## src/rtl/rx_mem_loader_pkg.sv

```systemverilog
// Shared constants for the UART image path: loader FSM encodings and default
// frame geometry, also used by the receiver and downsampler blocks.
package rx_mem_loader_pkg;

    localparam int DEF_IMAGE_BYTES = 65536;
    localparam int DEF_ADDR_W      = 16;

    localparam logic [1:0] ST_IDLE      = 2'd0;
    localparam logic [1:0] ST_WAIT_BYTE = 2'd1;
    localparam logic [1:0] ST_WRITE     = 2'd2;
    localparam logic [1:0] ST_DONE      = 2'd3;

endpackage

```

## src/rtl/rx_mem_loader_edge.sv

```systemverilog
// Rising-edge detector for done-level handshakes; the registered level resets
// to RESET_LEVEL so a level already high coming out of reset is not an edge.
module edge_detect_rise #(
    parameter logic RESET_LEVEL = 1'b1
) (
    input  logic clk,
    input  logic rst,
    input  logic level_i,
    output logic level_q_o,
    output logic rise_o
);

    logic level_q;

    always_ff @(posedge clk) begin
        if (rst) begin
            level_q <= RESET_LEVEL;
        end else begin
            level_q <= level_i;
        end
    end

    assign level_q_o = level_q;
    assign rise_o    = level_i & ~level_q;

endmodule

```

## src/rtl/rx_mem_loader.sv

```systemverilog
// Loads a fixed-size frame of UART bytes into image RAM, one write per byte,
// at consecutive addresses starting from 0 after each start pulse.
module rx_mem_loader
    import rx_mem_loader_pkg::*;
#(
    parameter int IMAGE_BYTES = DEF_IMAGE_BYTES,
    parameter int ADDR_W      = DEF_ADDR_W
) (
    input  logic              clk,
    input  logic              rst,
    input  logic [7:0]        rx_byte,
    input  logic              rx_done,
    input  logic              start,
    input  logic              abort,
    output logic [ADDR_W-1:0] mem_addr,
    output logic [7:0]        mem_wdata,
    output logic              mem_we,
    output logic              busy,
    output logic              load_done,
    output logic [ADDR_W:0]   byte_count
);

    localparam logic [ADDR_W:0] IMAGE_CNT = (ADDR_W+1)'(IMAGE_BYTES);

    logic [1:0]        state_q, state_d;
    logic [ADDR_W-1:0] addr_q, addr_d;
    logic [7:0]        wdata_q, wdata_d;
    logic [7:0]        byte_q, byte_d;
    logic              we_q, we_d;
    logic              busy_q, busy_d;
    logic              done_q, done_d;
    logic [ADDR_W:0]   count_q, count_d;
    logic [ADDR_W:0]   count_inc;
    logic              rx_done_q;
    logic              rx_rise;

    edge_detect_rise #(.RESET_LEVEL(1'b1)) u_rx_edge (
        .clk       (clk),
        .rst       (rst),
        .level_i   (rx_done),
        .level_q_o (rx_done_q),
        .rise_o    (rx_rise)
    );

    assign count_inc = count_q + 1'b1;

    // The write address is always the running byte count, so it cannot wrap:
    // the FSM leaves WRITE for DONE before the count exceeds the frame size.
    always_comb begin
        state_d = state_q;
        addr_d  = addr_q;
        wdata_d = wdata_q;
        byte_d  = byte_q;
        we_d    = 1'b0;
        busy_d  = busy_q;
        done_d  = 1'b0;
        count_d = count_q;
        case (state_q)
            ST_IDLE: begin
                if (start && !abort) begin
                    count_d = '0;
                    addr_d  = '0;
                    busy_d  = 1'b1;
                    state_d = ST_WAIT_BYTE;
                end
            end
            ST_WAIT_BYTE: begin
                if (abort) begin
                    busy_d  = 1'b0;
                    state_d = ST_IDLE;
                end else if (rx_rise) begin
                    byte_d  = rx_byte;
                    state_d = ST_WRITE;
                end
            end
            ST_WRITE: begin
                we_d    = 1'b1;
                addr_d  = count_q[ADDR_W-1:0];
                wdata_d = byte_q;
                count_d = count_inc;
                if (abort) begin
                    busy_d  = 1'b0;
                    state_d = ST_IDLE;
                end else if (count_inc == IMAGE_CNT) begin
                    state_d = ST_DONE;
                end else begin
                    state_d = ST_WAIT_BYTE;
                end
            end
            ST_DONE: begin
                done_d  = 1'b1;
                busy_d  = 1'b0;
                state_d = ST_IDLE;
            end
            default: state_d = ST_IDLE;
        endcase
    end

    always_ff @(posedge clk) begin
        if (rst) begin
            state_q <= ST_IDLE;
            addr_q  <= '0;
            wdata_q <= '0;
            byte_q  <= '0;
            we_q    <= 1'b0;
            busy_q  <= 1'b0;
            done_q  <= 1'b0;
            count_q <= '0;
        end else begin
            state_q <= state_d;
            addr_q  <= addr_d;
            wdata_q <= wdata_d;
            byte_q  <= byte_d;
            we_q    <= we_d;
            busy_q  <= busy_d;
            done_q  <= done_d;
            count_q <= count_d;
        end
    end

    assign mem_addr   = addr_q;
    assign mem_wdata  = wdata_q;
    assign mem_we     = we_q;
    assign busy       = busy_q;
    assign load_done  = done_q;
    assign byte_count = count_q;

endmodule

```

## config.mk

```make
export PLATFORM = sky130hd
export DESIGN_NAME = rx_mem_loader
export DESIGN_NICKNAME = d
export VERILOG_FILES = /design/src/rtl/rx_mem_loader_pkg.sv /design/src/rtl/rx_mem_loader_edge.sv /design/src/rtl/rx_mem_loader.sv
export SDC_FILE = /design/constraint.sdc
export NUM_CORES = 1
export LEC_CHECK = 0
export BUFFER_PORTS_ARGS = -buffer_cell sky130_fd_sc_hd__buf_2
export CELL_PAD_IN_SITES_DETAIL_PLACEMENT = 0
export CELL_PAD_IN_SITES_GLOBAL_PLACEMENT = 2
export CORE_UTILIZATION = 31
export DETAILED_ROUTE_END_ITERATION = 8
export PLACE_DENSITY_LB_ADDON = 0.1
export SYNTH_ARGS = -nofsm -noshare
export SYNTH_HDL_FRONTEND = slang
export SYNTH_SLANG_ARGS = --single-unit
```

## constraint.sdc

```tcl
create_clock -name clk -period 2.7 [get_ports clk]
set_clock_uncertainty 0.05 [all_clocks]
set_input_delay 0.135 -clock clk [delete_from_list [all_inputs] [get_ports clk]]
set_output_delay 0.135 -clock clk [all_outputs]
set_load 0.05 [all_outputs]
```

==> metrics.md <==
| Metric | Value |
|---|---|
| Status | complete, no violations |
| Starting Density | roughly a third |
| Number of port buffers | 56 |
| DRT iter0 DRCs | 83 |
| Routed vias/inst | slightly below 5 |
| Detailed Route WL | between 7000 and 8000 um |
| Synth warn | 0 |
| DRT Pass-1 Iters | 4 |
| Startpoint types | flip-flop |
| Vias in the first global route | roughly 2200 |
| Syn_nets | between 300 and 400 |
| Mean Syn Cell Area | approximately 8.6 um^2 |
| Setup crit end kind | flip-flop |
| Pin count of the biggest net entering global routing | 40 |
| Sw frac | 25.6% |
| Cell Chain, Critical Path | ha_1 > nand4_2 > or3_4 > or4_1 > a21oi_1 |
| Synth Instances | 293 |
| Clock power share | about two fifths |
| Clock buffer depth | 2 |
| Gr usage total | ~17% |
| DRC viols | 0 |
| RePlAce Congestion | 0.742 |
| Area grow syn2layout | 23.0% |
| CTS tree | built |
| Combinational family with the most area after synthesis | simple AND/OR/NAND/NOR gates |
| Required @ worst endpoint | 2900 ps |
| Tmin final | around 2100 ps |
| DP HPWL | roughly 4700 um |
| Finished Core Util | around 40% |
| Cell Pwr Density | between 400 and 500 nW/um^2 |
| # diodes | 0 |
| Clk root buf | clkbuf_8 |
| Flops & latches, synth | 55 |
| Die H | 92.4 um |
| WS Path Type | flip-flop to flip-flop |
| Max-capacitance violation count | 0 |
| Register area share after synthesis | a little over two fifths |
| Complex-gate fraction of the synthesized area | ~17% |
| Post-Synth XOR/XNOR Area | under 10% |
| Synth Area in Simple Gates | about 22% |
| Fin Hold WS | roughly 15 ps |
| Number of distinct library cells after synthesis | between 40 and 50 |
| CTS HTree Levels | 2 |
| Total core area | between 7000 and 8000 um^2 |
| Flop pwr share | 53.1% |
| Slowest CP cell | or4_1 |
| First-pass GRT wire length | 11500 um |
| Setup violators final | 0 |
| DIE AREA | between 8000 and 9000 um^2 |
| Clock latency on the worst-skew pair | ~310 ps |
| Critical Path Max Stage Delay | 460 ps |
| I/O Pins | 57 |
| Clk slew on worst S/H paths | around 110 ps |
| CP Data Arrival Time | approximately 2300 ps |
| Leakage | between 1 and 1.5 nW |
| Cell row count | 32 |
| Rel. slew slack | between 60% and 70% |
| Setup TNS | 0 ps |
| RSZ-0062 raised after global routing | no |
| Comb pwr share | under 10% |
| Net switching power | just under 0.4 mW |
| Internal Pwr Total | around 1.2 mW |
| Slew of the pin with the lowest slew margin | 568 ps |
| Maximum vdd drop | between 0.0002 and 0.00025 V |
| Pwr Total | between 1.5 and 2 mW |
| Mapped cell area | ~2500 um^2 |
| Synth Area in Adders | under 10% |
| Layout cells sized above 1 | a little under a quarter |
| Maximum fanout along the worst path | 7 |
| Min-delay worst type | primary input to flip-flop |
| CTS Sinks | 55 |
| Via count | around 2200 |
| Initial antenna violation count | 0 |
| DR WL/cell | between 15 and 20 um |
| Filler cells | approximately 840 |
| Die X | about 90 um |
| Fmax achieved | ~470 MHz |
| Mux share of post-synthesis cell area | around 8.0% |
| Antenna viol nets, final | 0 |
| Overflow after GRT | 0 |
| Tcrit/Tclk final | approximately four fifths |
| Final Max Slew Viols | 0 |
| CTS Buf Count | 5 |
| Final nets | 369 |
| Hold Vio Cnt, Final | 0 |
[cells in the mapped netlist, drive strengths merged]
library cell	n	area, um^2
a2111oi	1	8.76
a211oi	4	30.0
a21boi	1	7.51
a21o	1	7.51
a21oi	14	70.1
a22oi	20	150
a2bb2oi	1	8.76
a311oi	1	8.76
a31oi	2	12.5
a32oi	1	8.76
a41o	1	10.0
and3	6	37.5
and4	1	8.76
buf	10	47.6
clkbuf	13	48.8
dfxtp	55	1100
ha	6	75.1
inv	5	18.8
mux2	1	11.3
mux2i	19	190
nand2	8	30.0
nand2b	4	25.0
nand3	5	25.0
nand3b	2	15.0
nand4	4	37.5
nand4b	1	8.76
nor2	57	216
nor2b	3	18.8
nor3	10	50.1
nor3b	2	15.0
nor4	4	25.0
nor4b	1	8.76
o2111ai	1	8.76
o211a	1	10.0
o21ai	14	70.1
o22a	1	8.76
o22ai	1	6.26
o31a	1	8.76
o31ai	1	7.51
or2	2	12.5
or3	1	11.3
or4	1	7.51
xnor2	4	35.0
xor2	1	8.76
[cells by family after synthesis]
kind of cell	Yosys count
AO/OA/AOI/OAI	67
adder cells (fa/ha/maj)	6
multiplexers	20
flip-flops	55
XOR/XNOR	5
AND/OR/NAND/NOR	112
buffers and inverters	28
[worst max-delay path, delay by kind of cell (launching register included)]
kind	cells	cell delay, ps
AO/OA/AOI/OAI	1	150
adder cells (fa/ha/maj)	1	310
flip-flops	1	450
AND/OR/NAND/NOR	3	1080
[registers in the layout, indices dropped and copies added (netlist names)]
register             count
byte_count              17
mem_we                   1
mem_wdata                8
byte_q                   8
state_q                  2
busy                     1
u_rx_edge.level_q_o      1
mem_addr                16
load_done                1
[cell type report]
cell class	instances	area [um^2]	share of cell area, %
clock inverters	3	50.0	1.61
multi-input cells	210	1320	42.5
clock buffers	5	68.8	2.21
flip-flops and latches	55	1100	35.3
inverters	5	18.8	0.602
repair buffers	73	425	13.7
well taps	102	128	4.10
[final timing paths]
check	slack [ps]	from	end	cells past startpoint
min	20	rx_byte[2]	byte_q[2]	3
max reg2reg	590	byte_count[0]	byte_count[16]	5
max	590	byte_count[0]	byte_count[16]	5
min reg2reg	450	mem_wdata[5]	mem_wdata[5]	2
[layout by cell type (no fill, tap or decap), types with 2 or more instances in the layout]
cell type       n
a22oi_1        20
nor2b_1         3
nand4_1         2
clkbuf_8        5
buf_2          56
buf_4          10
dfxtp_1        55
dlygate4sd3_1   7
and3_1          6
nor4_1          4
nor3_1         10
a21oi_1        14
nand2b_1        4
a211oi_1        4
nor2_1         56
or2_2           2
nand2_1         8
nor3b_1         2
a31oi_1         2
nand3b_1        2
xnor2_1         4
nand4_2         2
o21ai_0        13
inv_1           5
ha_1            6
nand3_1         5
mux2i_1        18
[power by group through the flow]
stage                     sequential (mW)  clock [mW]  combinational [mW]
after floorplan                     0.852           0              0.0800
after global placement              0.844           0               0.129
after detailed placement            0.844           0               0.127
after CTS                           0.826       0.621               0.135
after global routing                0.827       0.655               0.149
final                               0.825       0.593               0.134
[metrics by stage]
| step | cell area (um^2) | setup slack [ps] | cells |
|---|---|---|---|
| global route | 3120 | 412 | 453 |
| CTS | 3120 | 572 | 453 |
| global placement | 2930 | 667 | 438 |
| floorplan | 2530 | 424 | 293 |
| detailed placement | 2930 | 604 | 438 |
| finish | 3120 | 591 | 453 |
[per-layer routing]
metal / global-route usage (%) / wire length [um] / up-vias
met5: 0 / 0 / -
met4: 4.69 / 38 / 0
met3: 3.20 / 279 / 2
met2: 26.4 / 3030 / 47
met1: 24.8 / 3710 / 1014
li1: - / - / 1160
[timing repair]
| action | in CTS | in global routing |
|---|---|---|
| hold buffers | 7 | 0 |
| buffers inserted | 0 | 0 |
| endpoints found under the hold margin | 7 | 0 |
| endpoints found under the setup margin | 0 | 0 |
| resized for setup | 0 | 0 |
Note: power is estimated with default switching activity, not from simulation.
